**src/rtl/fetch_unit_if.sv**
```systemverilog
`default_nettype none
// ------------------------------------------------------------------
// fetch_unit_if : instruction-memory, decode and next-PC signals of the fetch stage
// Revision      : 1.0
// ------------------------------------------------------------------
interface fetch_unit_if;
  logic        req_valid;
  logic [31:0] req_addr;
  logic        req_ready;
  logic        resp_valid;
  logic [31:0] resp_data;
  logic        instr_valid;
  logic [31:0] instr;
  logic [31:0] instr_pc;
  logic        instr_ready;
  logic [1:0]  pcsrc;
  logic        pc_take;
  logic [31:0] imm;
  logic [31:0] rs1_data;
  logic        misalign;
  logic [31:0] retired;

  modport master (
    output req_valid, req_addr, instr_valid, instr, instr_pc, misalign, retired,
    input  req_ready, resp_valid, resp_data, instr_ready, pcsrc, pc_take, imm, rs1_data
  );

  modport slave (
    input  req_valid, req_addr, instr_valid, instr, instr_pc, misalign, retired,
    output req_ready, resp_valid, resp_data, instr_ready, pcsrc, pc_take, imm, rs1_data
  );
endinterface
`default_nettype wire

```
**src/rtl/fetch_unit.sv**
```systemverilog
`default_nettype none
// ------------------------------------------------------------------
// fetch_unit : single-outstanding instruction fetch with next-PC resolution
// Revision   : 1.0
// ------------------------------------------------------------------
module fetch_unit #(
  parameter logic [31:0] RESET_PC = 32'h0000_0000
) (
  input  wire          clk,
  input  wire          rst,
  fetch_unit_if.master bus
);

  typedef enum logic [1:0] {
    S_REQ  = 2'd0,
    S_WAIT = 2'd1,
    S_HOLD = 2'd2,
    S_HALT = 2'd3
  } state_t;

  state_t      state_q, state_d;
  logic [31:0] pc_q, pc_d;
  logic [31:0] instr_q, instr_d;
  logic [31:0] instr_pc_q, instr_pc_d;
  logic        misalign_q, misalign_d;
  logic [31:0] retired_q, retired_d;
  logic [31:0] next_pc;
  logic [31:0] jalr_sum;

  // Outputs decode registered state only, never the inputs.
  assign bus.req_valid   = (state_q == S_REQ);
  assign bus.req_addr    = pc_q;
  assign bus.instr_valid = (state_q == S_HOLD);
  assign bus.instr       = instr_q;
  assign bus.instr_pc    = instr_pc_q;
  assign bus.misalign    = misalign_q;
  assign bus.retired     = retired_q;

  assign jalr_sum = bus.rs1_data + bus.imm;

  always_comb begin
    next_pc = pc_q + 32'd4;
    if (bus.pcsrc == 2'b01 && bus.pc_take) begin
      next_pc = pc_q + bus.imm;
    end else if (bus.pcsrc == 2'b11) begin
      next_pc = {jalr_sum[31:1], 1'b0};
    end
  end

  always_comb begin
    state_d    = state_q;
    pc_d       = pc_q;
    instr_d    = instr_q;
    instr_pc_d = instr_pc_q;
    misalign_d = misalign_q;
    retired_d  = retired_q;
    case (state_q)
      S_REQ: begin
        if (bus.req_ready) begin
          state_d = S_WAIT;
        end
      end
      S_WAIT: begin
        if (bus.resp_valid) begin
          instr_d    = bus.resp_data;
          instr_pc_d = pc_q;
          state_d    = S_HOLD;
        end
      end
      S_HOLD: begin
        if (bus.instr_ready) begin
          retired_d = retired_q + 32'd1;
          // A misaligned target halts with the PC left on the offending instruction.
          if (next_pc[1:0] == 2'b00) begin
            pc_d    = next_pc;
            state_d = S_REQ;
          end else begin
            misalign_d = 1'b1;
            state_d    = S_HALT;
          end
        end
      end
      default: begin
        state_d = S_HALT;
      end
    endcase
  end

  always_ff @(posedge clk) begin
    if (rst) begin
      state_q    <= S_REQ;
      pc_q       <= RESET_PC;
      instr_q    <= 32'd0;
      instr_pc_q <= 32'd0;
      misalign_q <= 1'b0;
      retired_q  <= 32'd0;
    end else begin
      state_q    <= state_d;
      pc_q       <= pc_d;
      instr_q    <= instr_d;
      instr_pc_q <= instr_pc_d;
      misalign_q <= misalign_d;
      retired_q  <= retired_d;
    end
  end

endmodule
`default_nettype wire

```
**src/flat_wrapper.sv**
```systemverilog
// flat-port wrapper written by rule: the top's interface ports become plain ports
module fetch_unit_flat 
#(
  parameter logic [31:0] RESET_PC = 32'h0000_0000
)
  (clk, rst, bus_req_valid, bus_req_addr, bus_instr_valid, bus_instr, bus_instr_pc, bus_misalign, bus_retired, bus_req_ready, bus_resp_valid, bus_resp_data, bus_instr_ready, bus_pcsrc, bus_pc_take, bus_imm, bus_rs1_data);
  fetch_unit_if bus_i ();
  input  wire clk;
  input  wire rst;
  output wire logic [$bits(bus_i.req_valid)-1:0] bus_req_valid;
  output wire logic [$bits(bus_i.req_addr)-1:0] bus_req_addr;
  output wire logic [$bits(bus_i.instr_valid)-1:0] bus_instr_valid;
  output wire logic [$bits(bus_i.instr)-1:0] bus_instr;
  output wire logic [$bits(bus_i.instr_pc)-1:0] bus_instr_pc;
  output wire logic [$bits(bus_i.misalign)-1:0] bus_misalign;
  output wire logic [$bits(bus_i.retired)-1:0] bus_retired;
  input wire logic [$bits(bus_i.req_ready)-1:0] bus_req_ready;
  input wire logic [$bits(bus_i.resp_valid)-1:0] bus_resp_valid;
  input wire logic [$bits(bus_i.resp_data)-1:0] bus_resp_data;
  input wire logic [$bits(bus_i.instr_ready)-1:0] bus_instr_ready;
  input wire logic [$bits(bus_i.pcsrc)-1:0] bus_pcsrc;
  input wire logic [$bits(bus_i.pc_take)-1:0] bus_pc_take;
  input wire logic [$bits(bus_i.imm)-1:0] bus_imm;
  input wire logic [$bits(bus_i.rs1_data)-1:0] bus_rs1_data;
  assign bus_req_valid = bus_i.req_valid;
  assign bus_req_addr = bus_i.req_addr;
  assign bus_instr_valid = bus_i.instr_valid;
  assign bus_instr = bus_i.instr;
  assign bus_instr_pc = bus_i.instr_pc;
  assign bus_misalign = bus_i.misalign;
  assign bus_retired = bus_i.retired;
  assign bus_i.req_ready = bus_req_ready;
  assign bus_i.resp_valid = bus_resp_valid;
  assign bus_i.resp_data = bus_resp_data;
  assign bus_i.instr_ready = bus_instr_ready;
  assign bus_i.pcsrc = bus_pcsrc;
  assign bus_i.pc_take = bus_pc_take;
  assign bus_i.imm = bus_imm;
  assign bus_i.rs1_data = bus_rs1_data;
  fetch_unit #(.RESET_PC(RESET_PC)) u_core (.clk(clk), .rst(rst), .bus(bus_i));
endmodule
```
**config.mk**
```make
export PLATFORM = sky130hd
export DESIGN_NAME = fetch_unit_flat
export DESIGN_NICKNAME = d
export VERILOG_FILES = /design/src/rtl/fetch_unit_if.sv /design/src/rtl/fetch_unit.sv /design/src/flat_wrapper.sv
export SDC_FILE = /design/constraint.sdc
export NUM_CORES = 1
export LEC_CHECK = 0
export ABC_AREA = 1
export CAP_MARGIN = 20
export CELL_PAD_IN_SITES_DETAIL_PLACEMENT = 0
export CELL_PAD_IN_SITES_GLOBAL_PLACEMENT = 1
export CORE_UTILIZATION = 32
export CTS_BUF_LIST = sky130_fd_sc_hd__clkbuf_16
export CTS_CLUSTER_SIZE = 16
export DETAILED_ROUTE_END_ITERATION = 7
export PLACE_DENSITY_LB_ADDON = 0.05
export RECOVER_POWER = 100
export SLEW_MARGIN = 40
export SYNTH_ARGS = -nofsm -noshare
export SYNTH_HDL_FRONTEND = slang
export SYNTH_SLANG_ARGS = --single-unit
```
**constraint.sdc**
```tcl
create_clock -name clk -period 1.9 [get_ports clk]
set_input_delay 0.38 -clock clk [delete_from_list [all_inputs] [get_ports clk]]
set_output_delay 0.38 -clock clk [all_outputs]
set_load 0.03 [all_outputs]
```
==> reports/qor.csv <==
metric,value,unit
cts-root-buf,clkbuf_16,
slowest_stage,fa_2,
dieArea,33900,µm²
worst_ir_drop_vdd,0.000582,V
synth.largest_area_cell,dfxtp_1,
vias_per_cell,4.80,
synth_fa_ha_area_share,7.80,%
synthFlopType,dfxtp_1,
syn_area,10600,µm²
ys_ff_latch,131,
post-route-util,56.1,%
worstMarginPinSlew,0.877,ns
worstSetupStartpointType,flop,
failed_checks,setup timing,
leakagePower,8.36,nW
setup_ws,-0.204,ns
grtUsageTotal,26.9,%
start_util,32.6,%
final.period_utilization,111,%
cp.arrival,2.46,ns
coreArea,32600,µm²
num_rows,66,
grt_pass1_vias,12500,
drv_cap,0,
regArea,2660,µm²
cts_buffers,17,
synth_edf_count,0,
routed_wl,45.9,mm
critical_path_class,reg -> reg,
yosys.area_share.xor_xnor,3.55,%
yosys_warnings,0,
fin_skew,0.0103,ns
clkTransAtPathRegs,0.06,ns
gp_congestion,0.920,
drt-pass1-iter-count,5,
synth_mux_area_share,0,%
antenna_found_initial,0,
num-nets-final,2502,
cp_max_fo,5,
antenna_left,0,
crit_top_cell,buf_12,
end_kind,flop,
power_density,522,nW/µm²
vias,13400,
hpwlAfterDp,36.3,mm
htreeDepth,4,
gr-total-overflow,0,
cts_tree,built,
synth_compound_area_share,17.9,%
hold_violations,0,
ios,235,
fin_area,18300,µm²
dpl_worst_slack,-0.964,ns
syn_inst,1787,
yosysSeqAreaShare,24.7,%
grt_setup_unrepaired,yes,
relSlewSlack,41.5,%
die_w,184,µm
required,2.25,ns
remaining_drc_errors,0,
area_growth_syn_to_layout,72.4,%
grt_max_degree,59,
cts_buffer_depth,2,
postSynthAreaPerCell,5.94,µm²
place_area,15800,µm²
async_flop_share,0,%
hp-class,reg -> reg,
run_status,"complete, but fails checks",
drv_slew,0,
dieHeight,184,µm
synthDistinctLibCells,44,
yosys.area_share.simple,34.0,%
syn_nets,1956,
synth_top_family_by_area,simple AND/OR/NAND/NOR gates,
drtIter0Drc,773,
max_freq,0.475,GHz
insertion_delay,0.44,ns
grt_pass1_wl,69.7,mm
postCtsHoldBufs,0,
io_buffer_count,234,
netlist_top_cells_area,"dfxtp_1, nand2_1, inv_1, a21oi_1, ha_1",
worstPathCellList,ha_4 > fa_2 > o21ai_2 > o21ai_4 > nor2_4 > buf_12 > buf_12 > buf_12 > o21ai_2 > a31oi_1,
multi_input_area,8540,µm²
layout-drive-gt1-share,31.8,%
setup_viol,38,
min_period,2.10,ns
fill_cells,3245,
clock-sinks,131,
max_stage_delay,0.42,ns
synthDominantCellAreaShare,24.7,%
wire_per_inst,16.5,µm
[synthesized netlist by cell type, types with 2 or more instances]
cell        n
a21oi_1   183
a31oi_1     6
and2_1      2
buf_2       7
clkbuf_1   36
clkinv_1    3
dfxtp_1   131
fa_1        2
ha_1       63
inv_1     291
inv_2       2
nand2_1   481
nand2_2     2
nand3_1   112
nand3_2     5
nand3b_1    8
nand4_1    21
nor2_1    150
nor2_2      7
nor2_4      7
nor3_1     31
nor3_2      2
nor3b_1     4
nor4_1      3
o211ai_1    4
o21a_1      3
o21ai_0   149
o21ai_1     7
o21bai_1    7
o22ai_1     2
or2_2       2
xnor2_1    11
xor2_1     32
[power breakdown]
| group | switching, mW | total (mW) | leakage [nW] | internal (mW) |
|---|---|---|---|---|
| registers | 0.104 | 3.00 | 1.08 | 2.89 |
| clock network | 1.34 | 3.13 | 0.263 | 1.78 |
| logic | 1.90 | 3.42 | 7.02 | 1.52 |
[layer usage]
metal | vias up | global-route usage (%) | share of wire [%]
li1 | 6867 | - | -
met1 | 6120 | 36.8 | 47
met2 | 346 | 44.2 | 46
met3 | 56 | 2.90 | 4.5
met4 | 0 | 8.20 | 2.4
met5 | - | 0 | 0
[area by class of cell]
type / instances / area share (%)
diodes: 1 / 0.0137
clock buffers: 17 / 2.32
clock inverters: 14 / 0.629
inverters: 296 / 6.11
multi-input cells: 1316 / 46.7
flip-flops and latches: 131 / 14.6
well taps: 442 / 3.02
repair buffers: 571 / 26.7
[critical path, delay by kind of cell, from the launching register on]
family                     cells  cell delay [ns]
adders and majority gates      2             0.58
AOI/OAI and AO/OA              4             0.48
and+or+nand+nor                1             0.22
DFF                            1             0.35
buffers and inverters          3             0.40
[path summary, 6_finish.rpt]
path | cells past startpoint | to | slack (ns) | start
worst max-delay path | 10 | u_core.bus.req_addr[5] | -0.20 | u_core.bus.req_addr[0]
worst min-delay path | 2 | u_core.bus.instr[26] | 0.44 | u_core.bus.instr[26]
worst max register to register | 10 | u_core.bus.req_addr[5] | -0.20 | u_core.bus.req_addr[0]
worst min register to register | 2 | u_core.bus.instr[26] | 0.44 | u_core.bus.instr[26]
[cells in the final DEF, fill, tap and decap left out, types with 9 or more instances in the layout]
master	Yosys	routed
ha_1	63	10
clkbuf_16	0	17
nor3_2	2	9
a21oi_1	183	123
clkbuf_1	36	12
nand2_4	1	22
nand2_2	2	59
nand3_2	5	33
nor2_1	150	111
ha_4	0	52
xnor2_1	11	11
o21ai_1	7	22
nand4_1	21	21
buf_4	0	295
nor2_2	7	34
inv_1	291	276
dlygate4sd2_1	0	86
o21ai_2	0	27
clkdlybuf4s50_1	0	124
o21ai_0	149	104
clkbuf_2	0	15
inv_2	2	16
nor2_4	7	19
nand3_1	112	80
xor2_1	32	30
buf_6	0	11
dfxtp_2	0	15
a21oi_2	0	55
nand2_1	481	403
dfxtp_1	131	110
nor3_1	31	19
[through the flow]
step	setup TNS, ns	cells	hold slack (ns)	power, mW
2_1_floorplan	-0.127	1787	0.528	4.53
3_3_place_gp	-32.92	2719	0.430	6.03
3_5_place_dp	-33.83	2719	0.434	6.03
4_1_cts	-3.98	2777	0.443	9.50
5_1_grt	-11.32	2787	0.454	10.0
6_report	-4.03	2788	0.439	9.55
[repair_timing]
| item | in CTS | in global routing |
|---|---|---|
| cloned | 4 | 0 |
| setup buffers | 23 | 12 |
| gates resized for setup | 374 | 199 |
| endpoints found under the setup margin | 93 | 53 |
| hold endpoints to repair | 0 | 0 |
| pin swaps | 67 | 55 |
[flip-flops by register name (all words and copies together) (netlist names)]
signal	count
u_core.bus.instr	32
u_core.bus.instr_pc	32
u_core.bus.req_addr	32
u_core.bus.retired	32
u_core.state_q	2
u_core.bus.misalign	1
[kinds of logic (layout without fill, tap and decap cells)]
logic type | Yosys count | in the layout
flops | 131 | 131
xor+xnor | 43 | 43
simple gates | 841 | 841
other cells | 0 | 1
buf+inv | 340 | 898
fa+ha+maj | 65 | 65
compound gates | 367 | 367
(Power assumes the default switching activity.)
==> edit, RTL diff (same flow settings) <==
The 4 states of `state_t` get a one-hot encoding in 4 bits.
--- a/src/rtl/fetch_unit.sv
+++ b/src/rtl/fetch_unit.sv
@@ -11,11 +11,11 @@
   fetch_unit_if.master bus
 );
 
-  typedef enum logic [1:0] {
-    S_REQ  = 2'd0,
-    S_WAIT = 2'd1,
-    S_HOLD = 2'd2,
-    S_HALT = 2'd3
+  typedef enum logic [3:0] {
+    S_REQ  = 4'b0001,
+    S_WAIT = 4'b0010,
+    S_HOLD = 4'b0100,
+    S_HALT = 4'b1000
   } state_t;
 
   state_t      state_q, state_d;
Formal check against the unedited RTL: same outputs for any inputs over 4 cycles, from zero or initial values and one cycle with rst high; so few cycles prove little.
==> edit against the unedited design <==
  * Largest cell class unchanged
  * Cell area up 0.25%
  * Fmax is 4.6% higher
  * Clock power is 9.9% higher
  * Highest routed layer unchanged
  * Global-route usage grew 0.77 points
  * Total power is 10% lower
  * Via count rose by 3.2%
  * Sequential cell count is 2 higher
  * The flow still finishes with violations (setup timing)
  * Die area is 1.2% higher
  * Largest power group is now clock
  * Wire length increased by 6.0%
  * Synthesized area is 1.2% higher
  * Setup slack better by 0.093 ns
==> edit: results (changes against the unedited design) <==
\begin{tabular}{lr}
\hline
Metric & Value \\
\hline
\multicolumn{2}{l}{\textbf{Yosys}} \\
\quad Net Count, Synth & 1,980 (was 1,956) \\
\multicolumn{2}{l}{\textbf{Timing}} \\
\quad Worst hold margin & 0.451 ns (was 0.439 ns) \\
\quad Final worst setup slack & -0.111 ns (was -0.204 ns) \\
\quad Slew at the pin with the worst max-slew slack & 0.494 ns (was 0.877 ns) \\
\quad Endpoints failing setup & 30 (was 38) \\
\quad Worst Skew & 0.0136 ns (was 0.0103 ns) \\
\multicolumn{2}{l}{\textbf{Pwr}} \\
\quad Clock share of power & 40.2\% (was 32.7\%) \\
\quad Internal power consumption & 5950 uW (was 6200 uW) \\
\quad Peak ir drop on the vdd network & 0.575 mV (was 0.582 mV) \\
\quad Power consumed by combinational cells & 2290 uW (was 3420 uW) \\
\multicolumn{2}{l}{\textbf{Placement}} \\
\quad HPWL after detailed placement & 36.9 mm (was 36.3 mm) \\
\quad Placed cell count & 2,723 (was 2,719) \\
\multicolumn{2}{l}{\textbf{GRT}} \\
\quad All-layer global routing usage & 27.7\% (was 26.9\%) \\
\quad First-pass GRT wire length & 71.9 mm (was 69.7 mm) \\
\quad Global Route met2 Usage & 43.9\% (was 44.2\%) \\
\quad Largest net degree at the start of global routing & 72 (was 59) \\
\multicolumn{2}{l}{\textbf{Layout}} \\
\quad Filler cell count & 3,384 (was 3,245) \\
\quad Total number of nets in the final design & 2,524 (was 2,502) \\
\quad Fraction of layout cells with a size suffix above 1 & 31.1\% (was 31.8\%) \\
\multicolumn{2}{l}{\textbf{Outcome}} \\
\quad Violations in the final reports & setup timing (unchanged) \\
\quad Run status & complete, but fails checks (unchanged) \\
\multicolumn{2}{l}{\textbf{Route}} \\
\quad Drt pass-1 iters & 7 (was 5) \\
\quad Overall via count from detail\_route & 13,823 (was 13,389) \\
\quad Met3 routed WL & 2.91 mm (was 2.06 mm) \\
\quad Met1 Wirelength & 22.3 mm (was 21.8 mm) \\
\hline
\end{tabular}
-- edit: timing repair --
action	CTS	global route
buffers inserted	21	33
endpoints found under the hold margin	0	0
gates cloned	4	0
pin swaps	63	59
gates resized for setup	360	209
endpoints found under the setup margin	87	47
-- edit: final cells by class --
| class | instances | area share (%) |
|---|---|---|
| Clock buffer | 18 | 2.45 |
| Clock inverter | 13 | 0.764 |
| Sequential cell | 133 | 14.7 |
| Tap cell | 442 | 3.01 |
| Timing Repair Buffer | 582 | 26.9 |
| Inverter | 225 | 4.66 |
| Multi-Input combinational cell | 1396 | 47.6 |
-- edit: cells by family (layout without fill, tap and decap cells) --
| kind of cell | Yosys count | count (layout) | share of synthesized area, % |
|---|---|---|---|
| AND/OR/NAND/NOR | 982 | 982 | 39.2 |
| AO/OA/AOI/OAI | 313 | 313 | 15.4 |
| buffers and inverters | 282 | 838 | 9.97 |
| flip-flops | 133 | 133 | 24.8 |
| adder cells (fa/ha/maj) | 65 | 65 | 7.71 |
| XOR/XNOR | 36 | 36 | 2.93 |
